===== src/rtl/auto_phase_sequencer_pkg.sv =====
// Shared types and constants for the two-way automatic traffic phase sequencer.
// Light codes, phase encoding and BCD digit width live here.
package auto_phase_sequencer_pkg;

    localparam int DIGIT_W = 4;

    localparam logic [1:0] LIGHT_RED    = 2'b00;
    localparam logic [1:0] LIGHT_YELLOW = 2'b01;
    localparam logic [1:0] LIGHT_GREEN  = 2'b10;

    typedef enum logic [1:0] {
        A_GREEN,
        A_YELLOW,
        B_GREEN,
        B_YELLOW
    } phase_t;

endpackage


===== src/rtl/bcd2_down_counter.sv =====
// Two-digit BCD down counter with parallel load, decrement and hold.
// is_one flags the terminal count of 01.
module bcd2_down_counter
    import auto_phase_sequencer_pkg::*;
#(
    parameter logic [DIGIT_W-1:0] RST_H = 4'd0,
    parameter logic [DIGIT_W-1:0] RST_L = 4'd0
) (
    input  logic               clk,
    input  logic               rst_n,
    input  logic               load,
    input  logic               dec,
    input  logic [DIGIT_W-1:0] ld_h,
    input  logic [DIGIT_W-1:0] ld_l,
    output logic [DIGIT_W-1:0] cnt_h,
    output logic [DIGIT_W-1:0] cnt_l,
    output logic               is_one
);

    always_ff @(posedge clk or negedge rst_n) begin
        if (!rst_n) begin
            cnt_h <= RST_H;
            cnt_l <= RST_L;
        end else if (load) begin
            cnt_h <= ld_h;
            cnt_l <= ld_l;
        end else if (dec) begin
            if (cnt_l == 4'd0) begin
                cnt_l <= 4'd9;
                cnt_h <= cnt_h - 4'd1;
            end else begin
                cnt_l <= cnt_l - 4'd1;
            end
        end
    end

    assign is_one = (cnt_h == 4'd0) && (cnt_l == 4'd1);

endmodule


===== src/rtl/auto_phase_sequencer.sv =====
// Automatic two-direction traffic light sequencer with BCD countdowns
// and a single sensor-driven green extension per green phase.
module auto_phase_sequencer
    import auto_phase_sequencer_pkg::*;
#(
    parameter int GREEN_S  = 30,
    parameter int YELLOW_S = 5,
    parameter int EXT_S    = 10
) (
    input  logic       Clk,
    input  logic       Reset_n,
    input  logic       Enable_Auto,
    input  logic       Sec_Tick,
    input  logic       A_Traffic,
    input  logic       B_Traffic,
    output logic [1:0] A_Light,
    output logic [1:0] B_Light,
    output logic [3:0] A_Time_H,
    output logic [3:0] A_Time_L,
    output logic [3:0] B_Time_H,
    output logic [3:0] B_Time_L,
    output logic       Phase_Change
);

    if (GREEN_S < 1 || YELLOW_S < 1 || EXT_S < 1 ||
        GREEN_S + YELLOW_S > 99 || EXT_S + YELLOW_S > 99) begin : g_bad_params
        $error("auto_phase_sequencer: invalid phase lengths");
    end

    // Elaboration-time constants, split into tens/units digits
    localparam logic [7:0] G_BCD  = {4'(GREEN_S / 10), 4'(GREEN_S % 10)};
    localparam logic [7:0] GY_BCD = {4'((GREEN_S + YELLOW_S) / 10),
                                     4'((GREEN_S + YELLOW_S) % 10)};
    localparam logic [7:0] Y_BCD  = {4'(YELLOW_S / 10), 4'(YELLOW_S % 10)};
    localparam logic [7:0] E_BCD  = {4'(EXT_S / 10), 4'(EXT_S % 10)};
    localparam logic [7:0] EY_BCD = {4'((EXT_S + YELLOW_S) / 10),
                                     4'((EXT_S + YELLOW_S) % 10)};

    phase_t     state, state_nxt;
    logic       ext_flag, ext_nxt;
    logic       pc_nxt;
    logic       step, a_side, a_side_nxt, act_one, x_trf, o_trf;
    logic       load, dec, a_one, b_one;
    logic [7:0] act_ld, oth_ld, a_ld, b_ld;

    always_ff @(posedge Clk or negedge Reset_n) begin
        if (!Reset_n) begin
            state        <= A_GREEN;
            ext_flag     <= 1'b0;
            Phase_Change <= 1'b0;
        end else begin
            state        <= state_nxt;
            ext_flag     <= ext_nxt;
            Phase_Change <= pc_nxt;
        end
    end

    always_comb begin
        state_nxt = state;
        ext_nxt   = ext_flag;
        pc_nxt    = 1'b0;
        load      = 1'b0;
        act_ld    = 8'h00;
        oth_ld    = 8'h00;
        step      = Sec_Tick & Enable_Auto;
        a_side    = (state == A_GREEN) || (state == A_YELLOW);
        act_one   = a_side ? a_one : b_one;
        x_trf     = a_side ? A_Traffic : B_Traffic;
        o_trf     = a_side ? B_Traffic : A_Traffic;
        if (step && act_one) begin
            load = 1'b1;
            unique case (state)
                A_GREEN, B_GREEN: begin
                    if (x_trf && !o_trf && !ext_flag) begin
                        ext_nxt = 1'b1;
                        act_ld  = E_BCD;
                        oth_ld  = EY_BCD;
                    end else begin
                        state_nxt = (state == A_GREEN) ? A_YELLOW : B_YELLOW;
                        act_ld    = Y_BCD;
                        oth_ld    = Y_BCD;
                        pc_nxt    = 1'b1;
                        ext_nxt   = 1'b0;
                    end
                end
                A_YELLOW, B_YELLOW: begin
                    state_nxt = (state == A_YELLOW) ? B_GREEN : A_GREEN;
                    act_ld    = G_BCD;
                    oth_ld    = GY_BCD;
                    pc_nxt    = 1'b1;
                    ext_nxt   = 1'b0;
                end
            endcase
        end
        // Load values are phrased for the side that owns the next phase
        a_side_nxt = (state_nxt == A_GREEN) || (state_nxt == A_YELLOW);
        a_ld       = a_side_nxt ? act_ld : oth_ld;
        b_ld       = a_side_nxt ? oth_ld : act_ld;
        dec        = step & ~load;
    end

    always_comb begin
        A_Light = LIGHT_RED;
        B_Light = LIGHT_RED;
        unique case (state)
            A_GREEN:  A_Light = LIGHT_GREEN;
            A_YELLOW: A_Light = LIGHT_YELLOW;
            B_GREEN:  B_Light = LIGHT_GREEN;
            B_YELLOW: B_Light = LIGHT_YELLOW;
        endcase
    end

    bcd2_down_counter #(.RST_H(G_BCD[7:4]), .RST_L(G_BCD[3:0])) u_cnt_a (
        .clk    (Clk),
        .rst_n  (Reset_n),
        .load   (load),
        .dec    (dec),
        .ld_h   (a_ld[7:4]),
        .ld_l   (a_ld[3:0]),
        .cnt_h  (A_Time_H),
        .cnt_l  (A_Time_L),
        .is_one (a_one)
    );

    bcd2_down_counter #(.RST_H(GY_BCD[7:4]), .RST_L(GY_BCD[3:0])) u_cnt_b (
        .clk    (Clk),
        .rst_n  (Reset_n),
        .load   (load),
        .dec    (dec),
        .ld_h   (b_ld[7:4]),
        .ld_l   (b_ld[3:0]),
        .cnt_h  (B_Time_H),
        .cnt_l  (B_Time_L),
        .is_one (b_one)
    );

endmodule


===== config.mk =====
export PLATFORM = sky130hd
export DESIGN_NAME = auto_phase_sequencer
export DESIGN_NICKNAME = d
export VERILOG_FILES = /design/src/rtl/auto_phase_sequencer_pkg.sv /design/src/rtl/bcd2_down_counter.sv /design/src/rtl/auto_phase_sequencer.sv
export SDC_FILE = /design/constraint.sdc
export NUM_CORES = 1
export LEC_CHECK = 0
export CAP_MARGIN = 20
export CORE_AREA = 2 2 57 59
export DETAILED_ROUTE_END_ITERATION = 10
export DIE_AREA = 0 0 59 61
export PLACE_DENSITY_LB_ADDON = 0.15
export SLEW_MARGIN = 20
export SYNTH_ARGS = -nofsm -noshare
export SYNTH_HDL_FRONTEND = slang
export SYNTH_SLANG_ARGS = --single-unit

===== constraint.sdc =====
create_clock -name Clk -period 2.1 [get_ports Clk]
set_input_delay 0.42 -clock Clk [delete_from_list [all_inputs] [get_ports Clk]]
set_output_delay 0.42 -clock Clk [all_outputs]
set_load 0.02 [all_outputs]

==> flow_summary.json <==
{
  "synth_edf_count": 0,
  "rows": 20,
  "antennaDiodeCount": 0,
  "syn_inst": 134,
  "slowest_delay_ns": 0.56,
  "ys_types": 41,
  "overflow": 0,
  "path_buf_inv": 1,
  "clockBufferDepth": 2,
  "track_usage_pct": 18.8,
  "pin_count": 27,
  "synth-async-reset-ratio_pct": 100,
  "setup.worst_path.class": "flip-flop to flip-flop",
  "crit_slowest_cell": "or4b_4",
  "clk_latency_ns": 0.30,
  "h-tree-depth": 1,
  "finalSetupViolCount": 0,
  "rsz0062_at_grt": "true",
  "timing.final.crit_share_pct": 100,
  "nFillCells": 268,
  "endpoint_kind": "flip-flop",
  "fin_crit_ns": 2.10,
  "cts_made_buffers": 3,
  "synth-seq-cells": 20,
  "clk_transition_reported_paths_ns": 0.12,
  "max_freq_mhz": 476,
  "grt_pass1_vias": 1082,
  "drc": 0,
  "core_sq_mm": 0.00295,
  "area_delta_synth_final_pct": 41.8,
  "hold_buffers": 0,
  "via_count": 1181,
  "path_delay_family": "simple AND/OR/NAND/NOR gates",
  "critPathLaunchType": "flip-flop",
  "drt_pass1_iterations": 4,
  "drive_above_1_share_pct": 24.4,
  "synth-main-ff-cell": "dfrtp_1",
  "p_per_area_mw_per_mm2": 791,
  "crit_fanout": 8,
  "hold_class": "input pin to asynchronous set/reset pin",
  "tightest_slew_ns": 0.627,
  "top_layer_used": "met4",
  "drt-initial-drc-count": 36,
  "cap_violations": 0,
  "wl_met3_microns": 114,
  "leakagePower_nw": 0.813,
  "route.met2.wl_microns": 1470,
  "grt_max_degree": 21,
  "die_area_sq_mm": 0.00360,
  "ir_drop_mv": 0.352,
  "synth_nets": 147,
  "wl_per_cell_microns": 14.8,
  "die_h_microns": 61,
  "io_buffers": 26,
  "crit_arrival_ns": 2.30,
  "antenna_left": 0,
  "setup_ws_ns": 0.000152,
  "crit_required_ns": 2.30,
  "status": "completed",
  "placed_area_sq_mm": 0.00165,
  "worst_clock_skew_ns": 0.00415,
  "synth_seq_area_share_pct": 40.0,
  "final_nets": 190,
  "syn_area_sq_mm": 0.00127,
  "fin_area_sq_mm": 0.00180,
  "cts-root-buf": "clkbuf_4",
  "hold_viol": 0,
  "maxSlewHeadroom_pct": 57.8,
  "dp_hpwl_microns": 2200,
  "place_congestion": 0.802,
  "synth_warnings": 0,
  "cts_tree": "yes",
  "wirelength_microns": 3100,
  "antenna_found_initial": 0,
  "cp_cell_sequence": "or4b_1, or4b_4, buf_12, nand2_8, mux2_4",
  "grt_pass1_wl_microns": 5160,
  "wl_met1_microns": 1490,
  "viasPerCell": 5.65,
  "dp_slack_ns": -0.152,
  "cts.sinks": 20,
  "initial_core_util_pct": 43.0,
  "syn-mean-instance-area_sq_um": 9.48,
  "maxSlewViolCount": 0,
  "die_w_microns": 59
}
-- routing by layer --
layer | up-vias | track usage [%]
li1 | 582 | -
met1 | 566 | 27.4
met2 | 29 | 29.8
met3 | 4 | 2.13
met4 | 0 | 4.87
met5 | - | 0
-- final timing paths --
path	cells past startpoint	startpoint	endpoint	slack, ns
worst max-delay path	5	u_cnt_a.cnt_h[2]	ext_flag	0.0002
worst min-delay path	2	Reset_n	u_cnt_a.cnt_h[3]	0.44
worst max register to register	5	u_cnt_a.cnt_h[2]	ext_flag	0.0002
worst min register to register	2	u_cnt_b.cnt_h[1]	u_cnt_b.cnt_h[1]	0.57
max in group asynchronous	2	Reset_n	u_cnt_a.cnt_h[0]	1.39
min in group Clk	2	u_cnt_b.cnt_h[1]	u_cnt_b.cnt_h[1]	0.57
-- stage by stage --
stage / utilization [%] / total power [mW] / hold WS, ns / setup TNS [ns] / std cells
after global placement: 55.8 / 1.17 / 0.549 / -0.617 / 199
after detailed placement: 55.8 / 1.17 / 0.567 / -1.47 / 199
final: 61.0 / 1.42 / 0.436 / 0 / 209
after floorplan: - / 0.906 / 0.124 / -0.0745 / 134
after CTS: 59.9 / 1.40 / 0.446 / -0.0138 / 208
after global routing: 61.0 / 1.51 / 0.472 / -0.267 / 209
-- placed cells by master, fill, tap and decap left out, types with 3 or more instances in the layout --
cell / n
or4_1: 3
inv_1: 8
nand4_1: 5
nand2_1: 7
xnor2_1: 3
buf_4: 16
dfrtp_1: 11
o21ai_0: 3
clkbuf_4: 3
nor2b_1: 3
nor3_1: 6
ha_1: 7
dfrtp_2: 3
nor2_1: 14
nand3_1: 6
dfstp_2: 6
o211ai_1: 6
nor4b_1: 3
clkdlybuf4s50_1: 23
-- cells by family (layout without fill, tap and decap cells) --
| logic type | count (synthesis) | in the layout | share of synthesized area, % |
|---|---|---|---|
| AND/OR/NAND/NOR | 59 | 59 | 25.9 |
| AO/OA/AOI/OAI | 26 | 26 | 15.9 |
| flip-flops | 20 | 20 | 40.0 |
| buffers and inverters | 15 | 57 | 6.21 |
| adder cells (fa/ha/maj) | 7 | 7 | 6.90 |
| XOR/XNOR | 5 | 5 | 3.45 |
| multiplexers | 2 | 2 | 1.67 |
-- sequential cells by signal, summed over array words and instances (netlist names) --
| register | cells |
|---|---|
| u_cnt_a.cnt_h | 4 |
| ext_flag | 1 |
| u_cnt_b.cnt_h | 4 |
| u_cnt_b.cnt_l | 4 |
| Phase_Change | 1 |
| state | 2 |
| u_cnt_a.cnt_l | 4 |
-- cell usage after synthesis (4+ instances only) --
library cell | instances | area share (%)
clkbuf_1 | 4 | 1.2
dfrtp_1 | 14 | 28
dfstp_2 | 6 | 12
nand4_1 | 5 | 2.5
ha_1 | 7 | 6.9
nor2_1 | 14 | 4.1
nor3_1 | 6 | 2.4
o211ai_1 | 6 | 3.5
nand2_1 | 7 | 2.1
inv_1 | 8 | 2.4
nand3_1 | 6 | 2.4
-- report_power, final --
part	total (mW)	internal, mW	switching [mW]	leakage, nW
registers	0.620	0.490	0.131	0.235
logic	0.573	0.291	0.282	0.557
clock network	0.230	0.106	0.124	0.0210
-- final cells by class --
class	instances	area [sq um]	share of cell area (%)
Clock buffer	4	36.3	2.02
Inverter	8	30.0	1.67
Multi-Input combinational cell	99	724	40.2
Sequential cell	20	512	28.4
Tap cell	33	41.3	2.29
Timing Repair Buffer	45	457	25.4
-- what timing repair did --
item	CTS	global route
setup endpoints to repair	5	13
pin swaps	2	1
gates resized for setup	6	5
buffers inserted	4	1
gates cloned	1	0
(Power assumes the default switching activity.)
